[config.mk]
export PLATFORM = sky130hd
export DESIGN_NAME = gerenciador_fronteira_flat
export DESIGN_NICKNAME = d
export VERILOG_FILES = /design/src/rtl/gerenciador_fronteira_if.sv /design/src/rtl/gerenciador_fronteira.sv /design/src/flat_wrapper.sv
export SDC_FILE = /design/constraint.sdc
export NUM_CORES = 1
export LEC_CHECK = 0
export ABC_AREA = 0
export BUFFER_PORTS_ARGS = -buffer_cell sky130_fd_sc_hd__buf_2
export CORE_UTILIZATION = 59
export CTS_BUF_LIST = sky130_fd_sc_hd__clkbuf_8
export CTS_CLUSTER_SIZE = 20
export DETAILED_ROUTE_END_ITERATION = 8
export MAX_ROUTING_LAYER = met4
export PLACE_DENSITY = 0.86
export RECOVER_POWER = 25
export SYNTH_ARGS = -nofsm -noshare
export SYNTH_HDL_FRONTEND = slang
export SYNTH_SLANG_ARGS = --single-unit
export TNS_END_PERCENT = 50
[constraint.sdc]
create_clock -name clk -period 6.3 [get_ports clk]
set_input_delay 0.945 -clock clk [delete_from_list [all_inputs] [get_ports clk]]
set_output_delay 0.945 -clock clk [all_outputs]
set_load 0.01 [all_outputs]
[src/rtl/gerenciador_fronteira_if.sv]
// ============================================================================
// Module  : gerenciador_fronteira_if
// Purpose : Command/selection bundle of the frontier manager. The "master"
//           side issues insert/relax/pop commands and observes the selected
//           node; the "slave" side is the frontier manager itself.
// Signals : atualizar_in, endereco_in, distancia_in, anterior_in,
//           heuristica_in, modo_astar_in, remover_in      (master -> slave)
//           gf_pronto_out, gf_valido_out, gf_endereco_out, gf_anterior_out,
//           gf_distancia_out, gf_criterio_out, gf_tem_ativo_out,
//           gf_cheio_out, gf_descartado_out, gf_ocupado_out,
//           gf_contagem_out                               (slave -> master)
// Revision: 1.0 - initial release
// ============================================================================
`default_nettype none

interface gerenciador_fronteira_if #(
  parameter int ADDR_WIDTH      = 5,
  parameter int DISTANCIA_WIDTH = 5,
  parameter int CUSTO_WIDTH     = 4,
  parameter int CRITERIO_WIDTH  = DISTANCIA_WIDTH + 1,
  parameter int CONT_WIDTH      = 4
);
  logic                       atualizar_in;
  logic [ADDR_WIDTH-1:0]      endereco_in;
  logic [DISTANCIA_WIDTH-1:0] distancia_in;
  logic [ADDR_WIDTH-1:0]      anterior_in;
  logic [CUSTO_WIDTH-1:0]     heuristica_in;
  logic                       modo_astar_in;
  logic                       remover_in;

  logic                       gf_pronto_out;
  logic                       gf_valido_out;
  logic [ADDR_WIDTH-1:0]      gf_endereco_out;
  logic [ADDR_WIDTH-1:0]      gf_anterior_out;
  logic [DISTANCIA_WIDTH-1:0] gf_distancia_out;
  logic [CRITERIO_WIDTH-1:0]  gf_criterio_out;
  logic                       gf_tem_ativo_out;
  logic                       gf_cheio_out;
  logic                       gf_descartado_out;
  logic                       gf_ocupado_out;
  logic [CONT_WIDTH-1:0]      gf_contagem_out;

  modport master (
    output atualizar_in, endereco_in, distancia_in, anterior_in,
           heuristica_in, modo_astar_in, remover_in,
    input  gf_pronto_out, gf_valido_out, gf_endereco_out, gf_anterior_out,
           gf_distancia_out, gf_criterio_out, gf_tem_ativo_out,
           gf_cheio_out, gf_descartado_out, gf_ocupado_out, gf_contagem_out
  );

  modport slave (
    input  atualizar_in, endereco_in, distancia_in, anterior_in,
           heuristica_in, modo_astar_in, remover_in,
    output gf_pronto_out, gf_valido_out, gf_endereco_out, gf_anterior_out,
           gf_distancia_out, gf_criterio_out, gf_tem_ativo_out,
           gf_cheio_out, gf_descartado_out, gf_ocupado_out, gf_contagem_out
  );
endinterface

`default_nettype wire

[src/rtl/gerenciador_fronteira.sv]
// ============================================================================
// Module  : gerenciador_fronteira
// Purpose : Frontier (open-set) manager for a Dijkstra / A* search engine.
//           Holds NUM_NA active-node slots, handles insert/relax commands,
//           and after every change scans the slots one per cycle to find the
//           node with the minimum criterion (distance, or distance+heuristic
//           saturated). The selection can then be popped.
// Ports   : clk    - rising-edge clock
//           rst_n  - asynchronous active-low reset
//           bus    - gerenciador_fronteira_if.slave (commands in, selection,
//                    occupancy and status out)
// Revision: 1.0 - initial release
// ============================================================================
`default_nettype none

module gerenciador_fronteira #(
  parameter int NUM_NA          = 8,
  parameter int ADDR_WIDTH      = 5,
  parameter int DISTANCIA_WIDTH = 5,
  parameter int CUSTO_WIDTH     = 4,
  parameter int CRITERIO_WIDTH  = DISTANCIA_WIDTH + 1,
  parameter int CONT_WIDTH      = 4
) (
  input  wire logic              clk,
  input  wire logic              rst_n,
  gerenciador_fronteira_if.slave bus
);

  localparam int IDX_WIDTH  = (NUM_NA > 1) ? $clog2(NUM_NA) : 1;
  localparam int SCAN_WIDTH = $clog2(NUM_NA + 1);
  // Wide enough to hold both the raw sum and the saturation limit.
  localparam int SOMA_WIDTH = DISTANCIA_WIDTH + CUSTO_WIDTH + CRITERIO_WIDTH;
  localparam logic [CRITERIO_WIDTH-1:0] CRIT_MAX = '1;

  typedef enum logic [1:0] {
    OCIOSO = 2'd0,
    BUSCA  = 2'd1,
    PRONTO = 2'd2
  } estado_t;

  // Slot storage
  logic [NUM_NA-1:0]          valido_q;
  logic [ADDR_WIDTH-1:0]      endereco_q   [NUM_NA];
  logic [DISTANCIA_WIDTH-1:0] distancia_q  [NUM_NA];
  logic [ADDR_WIDTH-1:0]      anterior_q   [NUM_NA];
  logic [CUSTO_WIDTH-1:0]     heuristica_q [NUM_NA];

  // Scan state
  estado_t                    estado_q;
  logic [SCAN_WIDTH-1:0]      indice_q;
  logic                       melhor_valido_q;
  logic [IDX_WIDTH-1:0]       melhor_idx_q;
  logic [CRITERIO_WIDTH-1:0]  melhor_crit_q;

  // Registered outputs
  logic                       pronto_q;
  logic                       ocupado_q;
  logic                       sel_valido_q;
  logic [IDX_WIDTH-1:0]       sel_idx_q;
  logic [ADDR_WIDTH-1:0]      sel_endereco_q;
  logic [ADDR_WIDTH-1:0]      sel_anterior_q;
  logic [DISTANCIA_WIDTH-1:0] sel_distancia_q;
  logic [CRITERIO_WIDTH-1:0]  sel_criterio_q;
  logic [CONT_WIDTH-1:0]      contagem_q;
  logic [CONT_WIDTH-1:0]      contagem_d;
  logic                       tem_ativo_q;
  logic                       cheio_q;
  logic                       descartado_q;

  // Command decode
  logic                       casa;
  logic [IDX_WIDTH-1:0]       casa_idx;
  logic                       livre;
  logic [IDX_WIDTH-1:0]       livre_idx;
  logic                       insere;
  logic                       remove;
  logic                       em_faixa;
  logic [IDX_WIDTH-1:0]       slot_scan;
  logic [CRITERIO_WIDTH-1:0]  crit_scan;

  function automatic logic [CRITERIO_WIDTH-1:0] calc_criterio(
    input logic [DISTANCIA_WIDTH-1:0] d,
    input logic [CUSTO_WIDTH-1:0]     h,
    input logic                       astar
  );
    logic [SOMA_WIDTH-1:0] soma;
    soma = SOMA_WIDTH'(d) + SOMA_WIDTH'(h);
    if (!astar)
      return CRITERIO_WIDTH'(d);
    else if (soma > SOMA_WIDTH'(CRIT_MAX))
      return CRIT_MAX;
    else
      return soma[CRITERIO_WIDTH-1:0];
  endfunction

  always_comb begin
    casa      = 1'b0;
    casa_idx  = '0;
    livre     = 1'b0;
    livre_idx = '0;
    // Walk downwards so the last hit is the lowest index.
    for (int i = NUM_NA - 1; i >= 0; i--) begin
      if (valido_q[i] && (endereco_q[i] == bus.endereco_in)) begin
        casa     = 1'b1;
        casa_idx = IDX_WIDTH'(i);
      end
      if (!valido_q[i]) begin
        livre     = 1'b1;
        livre_idx = IDX_WIDTH'(i);
      end
    end
  end

  assign insere    = bus.atualizar_in && !casa && livre;
  // An insert in the same cycle wins over a pop.
  assign remove    = bus.remover_in && !bus.atualizar_in && pronto_q && sel_valido_q;
  assign em_faixa  = (indice_q < SCAN_WIDTH'(NUM_NA));
  assign slot_scan = indice_q[IDX_WIDTH-1:0];
  assign crit_scan = calc_criterio(distancia_q[slot_scan], heuristica_q[slot_scan],
                                   bus.modo_astar_in);

  always_comb begin
    contagem_d = contagem_q;
    if (insere)
      contagem_d = contagem_q + 1'b1;
    else if (remove)
      contagem_d = contagem_q - 1'b1;
  end

  // Slot payload: only meaningful while the matching valido bit is set,
  // so it carries no reset.
  always_ff @(posedge clk) begin
    if (bus.atualizar_in) begin
      if (casa) begin
        if (bus.distancia_in < distancia_q[casa_idx]) begin
          distancia_q[casa_idx]  <= bus.distancia_in;
          anterior_q[casa_idx]   <= bus.anterior_in;
          heuristica_q[casa_idx] <= bus.heuristica_in;
        end
      end else if (livre) begin
        endereco_q[livre_idx]   <= bus.endereco_in;
        distancia_q[livre_idx]  <= bus.distancia_in;
        anterior_q[livre_idx]   <= bus.anterior_in;
        heuristica_q[livre_idx] <= bus.heuristica_in;
      end
    end
  end

  always_ff @(posedge clk or negedge rst_n) begin
    if (!rst_n) begin
      estado_q        <= OCIOSO;
      valido_q        <= '0;
      indice_q        <= '0;
      melhor_valido_q <= 1'b0;
      melhor_idx_q    <= '0;
      melhor_crit_q   <= '0;
      pronto_q        <= 1'b0;
      ocupado_q       <= 1'b0;
      sel_valido_q    <= 1'b0;
      sel_idx_q       <= '0;
      sel_endereco_q  <= '0;
      sel_anterior_q  <= '0;
      sel_distancia_q <= '0;
      sel_criterio_q  <= '0;
      contagem_q      <= '0;
      tem_ativo_q     <= 1'b0;
      cheio_q         <= 1'b0;
      descartado_q    <= 1'b0;
    end else begin
      descartado_q <= 1'b0;
      contagem_q   <= contagem_d;
      tem_ativo_q  <= (contagem_d != '0);
      cheio_q      <= (contagem_d == CONT_WIDTH'(NUM_NA));

      if (bus.atualizar_in || remove) begin
        // Any change to the set invalidates the current selection.
        estado_q        <= BUSCA;
        ocupado_q       <= 1'b1;
        pronto_q        <= 1'b0;
        indice_q        <= '0;
        melhor_valido_q <= 1'b0;
        if (bus.atualizar_in) begin
          if (insere)
            valido_q[livre_idx] <= 1'b1;
          else if (!casa)
            descartado_q <= 1'b1;
        end else begin
          valido_q[sel_idx_q] <= 1'b0;
        end
      end else begin
        case (estado_q)
          BUSCA: begin
            if (em_faixa) begin
              if (valido_q[slot_scan] &&
                  (!melhor_valido_q || (crit_scan < melhor_crit_q))) begin
                melhor_valido_q <= 1'b1;
                melhor_idx_q    <= slot_scan;
                melhor_crit_q   <= crit_scan;
              end
              indice_q <= indice_q + 1'b1;
            end else begin
              // Extra cycle after the last slot registers the result.
              estado_q     <= PRONTO;
              ocupado_q    <= 1'b0;
              pronto_q     <= 1'b1;
              sel_valido_q <= melhor_valido_q;
              sel_idx_q    <= melhor_idx_q;
              if (melhor_valido_q) begin
                sel_endereco_q  <= endereco_q[melhor_idx_q];
                sel_anterior_q  <= anterior_q[melhor_idx_q];
                sel_distancia_q <= distancia_q[melhor_idx_q];
                sel_criterio_q  <= melhor_crit_q;
              end else begin
                sel_endereco_q  <= '0;
                sel_anterior_q  <= '0;
                sel_distancia_q <= '0;
                sel_criterio_q  <= '0;
              end
            end
          end
          default: ;
        endcase
      end
    end
  end

  assign bus.gf_pronto_out     = pronto_q;
  assign bus.gf_ocupado_out    = ocupado_q;
  assign bus.gf_valido_out     = sel_valido_q;
  assign bus.gf_endereco_out   = sel_endereco_q;
  assign bus.gf_anterior_out   = sel_anterior_q;
  assign bus.gf_distancia_out  = sel_distancia_q;
  assign bus.gf_criterio_out   = sel_criterio_q;
  assign bus.gf_contagem_out   = contagem_q;
  assign bus.gf_tem_ativo_out  = tem_ativo_q;
  assign bus.gf_cheio_out      = cheio_q;
  assign bus.gf_descartado_out = descartado_q;

endmodule

`default_nettype wire

[src/flat_wrapper.sv]
// flat-port wrapper written by rule: the top's interface ports become plain ports
module gerenciador_fronteira_flat 
#(
  parameter int NUM_NA          = 8,
  parameter int ADDR_WIDTH      = 5,
  parameter int DISTANCIA_WIDTH = 5,
  parameter int CUSTO_WIDTH     = 4,
  parameter int CRITERIO_WIDTH  = DISTANCIA_WIDTH + 1,
  parameter int CONT_WIDTH      = 4
)
  (clk, rst_n, bus_atualizar_in, bus_endereco_in, bus_distancia_in, bus_anterior_in, bus_heuristica_in, bus_modo_astar_in, bus_remover_in, bus_gf_pronto_out, bus_gf_valido_out, bus_gf_endereco_out, bus_gf_anterior_out, bus_gf_distancia_out, bus_gf_criterio_out, bus_gf_tem_ativo_out, bus_gf_cheio_out, bus_gf_descartado_out, bus_gf_ocupado_out, bus_gf_contagem_out);
  gerenciador_fronteira_if #(.ADDR_WIDTH(ADDR_WIDTH), .DISTANCIA_WIDTH(DISTANCIA_WIDTH), .CUSTO_WIDTH(CUSTO_WIDTH), .CRITERIO_WIDTH(CRITERIO_WIDTH), .CONT_WIDTH(CONT_WIDTH)) bus_i ();
  input  wire logic clk;
  input  wire logic rst_n;
  input wire logic [$bits(bus_i.atualizar_in)-1:0] bus_atualizar_in;
  input wire logic [$bits(bus_i.endereco_in)-1:0] bus_endereco_in;
  input wire logic [$bits(bus_i.distancia_in)-1:0] bus_distancia_in;
  input wire logic [$bits(bus_i.anterior_in)-1:0] bus_anterior_in;
  input wire logic [$bits(bus_i.heuristica_in)-1:0] bus_heuristica_in;
  input wire logic [$bits(bus_i.modo_astar_in)-1:0] bus_modo_astar_in;
  input wire logic [$bits(bus_i.remover_in)-1:0] bus_remover_in;
  output wire logic [$bits(bus_i.gf_pronto_out)-1:0] bus_gf_pronto_out;
  output wire logic [$bits(bus_i.gf_valido_out)-1:0] bus_gf_valido_out;
  output wire logic [$bits(bus_i.gf_endereco_out)-1:0] bus_gf_endereco_out;
  output wire logic [$bits(bus_i.gf_anterior_out)-1:0] bus_gf_anterior_out;
  output wire logic [$bits(bus_i.gf_distancia_out)-1:0] bus_gf_distancia_out;
  output wire logic [$bits(bus_i.gf_criterio_out)-1:0] bus_gf_criterio_out;
  output wire logic [$bits(bus_i.gf_tem_ativo_out)-1:0] bus_gf_tem_ativo_out;
  output wire logic [$bits(bus_i.gf_cheio_out)-1:0] bus_gf_cheio_out;
  output wire logic [$bits(bus_i.gf_descartado_out)-1:0] bus_gf_descartado_out;
  output wire logic [$bits(bus_i.gf_ocupado_out)-1:0] bus_gf_ocupado_out;
  output wire logic [$bits(bus_i.gf_contagem_out)-1:0] bus_gf_contagem_out;
  assign bus_i.atualizar_in = bus_atualizar_in;
  assign bus_i.endereco_in = bus_endereco_in;
  assign bus_i.distancia_in = bus_distancia_in;
  assign bus_i.anterior_in = bus_anterior_in;
  assign bus_i.heuristica_in = bus_heuristica_in;
  assign bus_i.modo_astar_in = bus_modo_astar_in;
  assign bus_i.remover_in = bus_remover_in;
  assign bus_gf_pronto_out = bus_i.gf_pronto_out;
  assign bus_gf_valido_out = bus_i.gf_valido_out;
  assign bus_gf_endereco_out = bus_i.gf_endereco_out;
  assign bus_gf_anterior_out = bus_i.gf_anterior_out;
  assign bus_gf_distancia_out = bus_i.gf_distancia_out;
  assign bus_gf_criterio_out = bus_i.gf_criterio_out;
  assign bus_gf_tem_ativo_out = bus_i.gf_tem_ativo_out;
  assign bus_gf_cheio_out = bus_i.gf_cheio_out;
  assign bus_gf_descartado_out = bus_i.gf_descartado_out;
  assign bus_gf_ocupado_out = bus_i.gf_ocupado_out;
  assign bus_gf_contagem_out = bus_i.gf_contagem_out;
  gerenciador_fronteira #(.NUM_NA(NUM_NA), .ADDR_WIDTH(ADDR_WIDTH), .DISTANCIA_WIDTH(DISTANCIA_WIDTH), .CUSTO_WIDTH(CUSTO_WIDTH), .CRITERIO_WIDTH(CRITERIO_WIDTH), .CONT_WIDTH(CONT_WIDTH)) u_core (.clk(clk), .rst_n(rst_n), .bus(bus_i));
endmodule
## Yosys cells after proc, flatten, opt, wreduce, memory -nomap -nowiden

Memories as Yosys holds them, arrays and structs flattened.
Index checks and enable logic that the tools add are counted.

| storage, ports and cells | value |
|---|---|
| memory bits (writable) | 152 |
| bits in latches | 0 |
| output and inout bits | 31 |
| bits in registers | 58 |
| bits in read-only memories | 0 |
| word-level logic and storage cells | 171 |
| bits of input ports | 24 |
| memories kept | 4 |

Memories:

| name | depth | bits a word | rd ports | clocked after Yosys merged registers in | write ports | RTL line | RTL |
|---|---|---|---|---|---|---|---|
| u_core.anterior_q | 8 | 5 | 1 | 0 | 1 | gerenciador_fronteira.sv:45 | `logic [ADDR_WIDTH-1:0] anterior_q [NUM_NA];` |
| u_core.distancia_q | 8 | 5 | 3 | 0 | 1 | gerenciador_fronteira.sv:44 | `logic [DISTANCIA_WIDTH-1:0] distancia_q [NUM_NA];` |
| u_core.endereco_q | 8 | 5 | 9 | 0 | 1 | gerenciador_fronteira.sv:43 | `logic [ADDR_WIDTH-1:0] endereco_q [NUM_NA];` |
| u_core.heuristica_q | 8 | 4 | 1 | 0 | 1 | gerenciador_fronteira.sv:46 | `logic [CUSTO_WIDTH-1:0] heuristica_q [NUM_NA];` |

| operators by class | value |
|---|---|
| divide/modulo/power cells | 0 |
| add/sub/neg operators | 4 |
| mux-type cells | 85 |
| multipliers | 0 |
| eq/ne operators | 12 |
| reductions and logical operators | 34 |
| shift-type cells | 0 |
| order comparisons | 9 |
| bitwise logic cells | 5 |

Operators by type and width:

| operator | number |
|---|---|
| two-way mux 3 bit | 19 |
| two-way mux 1 bit | 44 |
| equality test 5 bit | 8 |
| two-way mux 5 bit | 5 |
| two-way mux 4 bit | 6 |
| two-way mux 6 bit | 3 |
| logical AND 1 bit | 16 |
| two-way mux 8 bit | 2 |
| greater-than comparator 15 x 6 -> 1 bit (second input constant) | 1 |
| < comparator 3 x 4 -> 1 bit (second input constant) | 3 |
| OR reduction 5 bit | 2 |
| adder 4 x 1 -> 4 bit (second input constant) | 2 |
| AND 8 bit | 1 |
| NOT 8 bit | 1 |
| bitwise OR 8 bit | 1 |
| adder 5 x 4 -> 6 bit | 1 |
| demux 1 bit (select 3 bit) | 2 |
| >= comparator 3 x 1 -> 1 bit (second input constant) | 2 |
| < comparator 6 bit | 1 |
| two-way mux 2 bit | 3 |
| AND reduction 2 bit | 3 |
| AND reduction 3 bit | 2 |
| nonzero test 2 bit | 3 |
| < comparator 5 bit | 1 |
| other kinds (13) | 17 |

## Logic depth before layout (Yosys ltp)

An unclocked memory read counts as a cell.

| logic depth | value |
|---|---|
| depth in word-level cells | 18 |
| gate-level depth with buffers | 21 |
| gate-level depth less buffers | 17 |

## Worst setup path before layout

OpenSTA, ideal clock, no wires.

| timing | value |
|---|---|
| kind | input-to-reg |
| from | in bus_endereco_in[3] |
| to | mem u_core.anterior_q[3][0], enable pin |
| cell stages on the path | 20 |
| required time | 5.879 ns |
| library setup time | 0.421 ns |
| buffers on the path | 4 |
| arrival | 5.794 ns |
| setup slack | 0.085 ns |
| cell sequence | buf_6 -> xor2_1 -> nor4_1 -> and3_4 -> buf_6 -> or4b_1 -> buf_2 -> nor2_2 -> clkbuf_1 -> a211oi_1 -> a21oi_1 -> a21oi_1 -> ha_1 -> and3_1 -> a22o_1 -> a2111oi_0 -> inv_1 -> nand2_1 -> o21ai_0 -> nor4_1 |

| between the ends | value |
|---|---|
| longest elaborated chain between the ends | 17 |
| elaborated cells on any way between the ends | 44 |
| classes of those cells | order compare (1); eq/ne (8); mux (25); reduce/logical (9); memory (1) |

RTL lines:

| item | RTL line | RTL |
|---|---|---|
| start: declaration | flat_wrapper.sv:16 | `input wire logic [$bits(bus_i.endereco_in)-1:0] bus_endereco_in;` |
| equality test 5 bit | gerenciador_fronteira.sv:103 | `if (valido_q[i] && (endereco_q[i] == bus.endereco_in)) begin` |
| logical AND 1 bit | gerenciador_fronteira.sv:103 |  |
| two-way mux 3 bit (8 in a row) | gerenciador_fronteira.sv:103 |  |
| memory (8 x 5 bit) | n/a |  |
| < comparator 5 bit | gerenciador_fronteira.sv:135 | `if (bus.distancia_in < distancia_q[casa_idx]) begin` |
| two-way mux 1 bit | gerenciador_fronteira.sv:135 |  |
| two-way mux 1 bit | gerenciador_fronteira.sv:134 | `if (casa) begin` |
| two-way mux 1 bit | gerenciador_fronteira.sv:133 | `if (bus.atualizar_in) begin` |
| two-way mux 1 bit (not written as such) | gerenciador_fronteira.sv:137 | `anterior_q[casa_idx] <= bus.anterior_in;` |
| two-way mux 1 bit (no line) | n/a |  |
| end: declaration | gerenciador_fronteira.sv:45 |  |

Parallel ways exist; a longest one is shown, timed or not.

## Final worst setup path

| timing | value |
|---|---|
| from | in bus_endereco_in[4] |
| to | mem u_core.anterior_q[3][0], enable pin |

The elaborated chain is that of the path after synthesis.

==> reports/results.txt <==
Outcome = finished, final reports clean
DP HPWL = 15,100 um
Count of pins over their slew limit = 0
Via/cell ratio = 6.34
FMAX = 171 MHz
Placed insts = 931
WS Path Type = in -> reg
Setup Skew = 0.0175 ns
Worst VDD drop = 0.169 mV
Final nets = 789
Tcrit/Tclk final = 92.9%
Worst-path clk slew = 0.05 ns
Routed vias = 6,305
Site row count = 47
Max capacitance violation total = 0
Util after Layout = 67.1%
Die area = 17,300 um^2
Core box area = 16,500 um^2
Yosys cell types = 60
Post-route non-filler standard cell count = 995
Total Routing Usage GR = 28.0%
Initial DRT Pass Iterations = 5
Most frequent cell after synthesis = edfxtp_1
Critical path launch point type = input pin
Seq cells post-synth = 208
Layout cell share with drive strength beyond 1 = 25.0%
Critical Path Fanout Max = 22
Worst Tran Pin Value = 1.31 ns
Post-layout min period = 5.85 ns
Top post-synthesis cells by area = edfxtp_1 46%, dfrtp_1 14%, mux4_2 11%
Sum of negative setup slack = 0 ns
Die X = 132 um
Hold/Removal Path Class = reg -> reg
Slew margin rel. = 12.0%
Total number of clock tree sinks = 208
Post-synthesis cell area = 9910 um^2
First-pass GRT wire length = 35,200 um
WP data required = 6.50 ns
Setup crit end kind = flop
Worst path arrival time = 6.05 ns
IO Port Bufs = 54
Instance count of the mapped netlist = 674
Yosys top cell by area = edfxtp_1
Sequential area share after synthesis = 60.2%
Post-CTS Setup Bufs = 0
Starting density of the core = 60.2%
CTS Buf Count = 35
Post-synth EDFFs = 152
# hold bufs at CTS = 0
Routed WL = 22,600 um
Die H = 132 um
Static Leakage = 4.09 nW
Clock Path Buffers = 3
Clk Latency, worst-skew pair = 0.52 ns
Ys async rst share = 26.9%
Resize count post-CTS = 0
Synth Area per Inst = 14.7 um^2
Prevailing post-synth register cell = edfxtp_1
Antenna cells = 0
Top-area cell type share of the netlist area = 46.1%
Number of synthesis warnings = 0
Routability cong. = 0.915
Root Driver = clkbuf_8
RSZ-0062 raised after global routing = no
Pwr Density = 391 nW/um^2
Post-synth top cells = 152 x edfxtp_1, 56 x dfrtp_1, 52 x nand2_1
Final setup viols = 0
Fin. Hold Viols = 0
IO Pins = 55
Area Overhead vs Synth = 11.5%
H-tree levels = 2
ANT nets after route = 0
Syn Nets = 715
Initial antenna violation count = 0
Detail-routed net length per standard cell = 22.7 um
GRT overflow = 0
Largest net degree at the start of global routing = 57
Vias in the first global route = 6,490
Iteration-0 DRC Markers = 548
TritonCTS clock tree = done
DRC = 0
cells by family (layout without fill, tap and decap cells):
kind of cell,count (synthesis),after routing,synth area share (%)
DFF,208,208,60.2
and+or+nand+nor,154,154,8.21
muxes,102,102,16.9
AOI/OAI and AO/OA,90,90,5.61
buffers and inverters,55,156,2.63
xor gates and xnor gates,48,48,4.24
adders and majority gates,17,17,2.22
layout by cell type, fill, tap and decap left out, drive strengths merged, types with 3 or more instances in the layout:
master,netlist,layout
a211oi,12,12
a21boi,3,3
a21o,8,8
a21oi,19,19
and3,6,6
buf,17,62
clkbuf,22,50
clkinv,0,8
clkinvlp,0,3
dfrtp,56,56
edfxtp,152,152
ha,16,16
inv,16,33
mux2,22,22
mux2i,30,30
mux4,50,50
nand2,52,52
nand3,11,11
nand4,8,8
nor2,24,24
nor2b,14,14
nor3,9,9
nor4,10,10
o21ai,37,37
or3b,3,3
xnor2,19,19
xor2,29,29
layer usage:
layer | track usage (%) | wire, um
met1 | 36.8 | 9120
met2 | 43.8 | 11100
met3 | 4.09 | 1600
met4 | 12.7 | 759
met5 | - | 0
layout make-up:
| class | instances | area (um^2) |
|---|---|---|
| flip-flops and latches | 208 | 5970 |
| multi-input cells | 411 | 3720 |
| fillers | 1090 | 5410 |
| repair buffers | 76 | 418 |
| clock inverters | 28 | 120 |
| clock buffers | 36 | 495 |
| well taps | 220 | 275 |
| inverters | 16 | 60.1 |
flip-flops by register name (all words and copies together) (netlist names), 6 cells and up:
signal,flops
u_core.endereco_q,40
u_core.melhor_crit_q,6
u_core.anterior_q,40
u_core.distancia_q,40
u_core.heuristica_q,32
u_core.valido_q,8
u_core.bus.gf_criterio_out,6
path summary, 6_finish.rpt:
check,slack (ns),startpoint,endpoint,cells past startpoint
worst max-delay path,0.45,bus_endereco_in[4],u_core.anterior_q[3][0],18
worst min-delay path,0.47,u_core.bus.gf_criterio_out[4],u_core.bus.gf_criterio_out[4],2
worst max register to register,0.76,u_core.endereco_q[2][4],u_core.anterior_q[3][0],17
worst min register to register,0.47,u_core.bus.gf_criterio_out[4],u_core.bus.gf_criterio_out[4],2
max in group asynchronous,5.19,rst_n,u_core.melhor_idx_q[0],2
min in group asynchronous,0.58,rst_n,u_core.bus.gf_cheio_out,2
through the flow:
step           instance area [um^2]  power (W)  setup WS (ns)  hold WS (ns)
3_5_place_dp                  10500    0.00327          0.120         0.466
5_1_grt                       11100    0.00454          0.227         0.509
3_3_place_gp                  10500    0.00318          0.444         0.458
2_1_floorplan                  9910    0.00284         0.0845         0.472
6_report                      11100    0.00433          0.448         0.472
4_1_cts                       11100    0.00433          0.593         0.477
report_power, final:
group	leakage, nW	internal, W	switching (W)
sequential	2.07	0.00170	0.000228
clock	0.369	0.000533	0.000527
combinational	1.64	0.000636	0.000701
critical path, stage by stage:
cell and delay [ns]:
buf_2 0.29, xnor2_1 0.19, nand4_1 0.15, nor3_1 0.49
nor2_1 0.14, a21oi_2 0.86, mux2i_1 0.17, a211oi_1 0.28
a21oi_1 0.07, ha_1 0.34, and3_1 0.20, a22o_1 0.23
a2111oi_0 0.58, inv_1 0.09, nand2_1 0.08, o21ai_0 0.29
nor4_2 0.32, buf_4 0.30
Power figures use the tool's default switching activity.
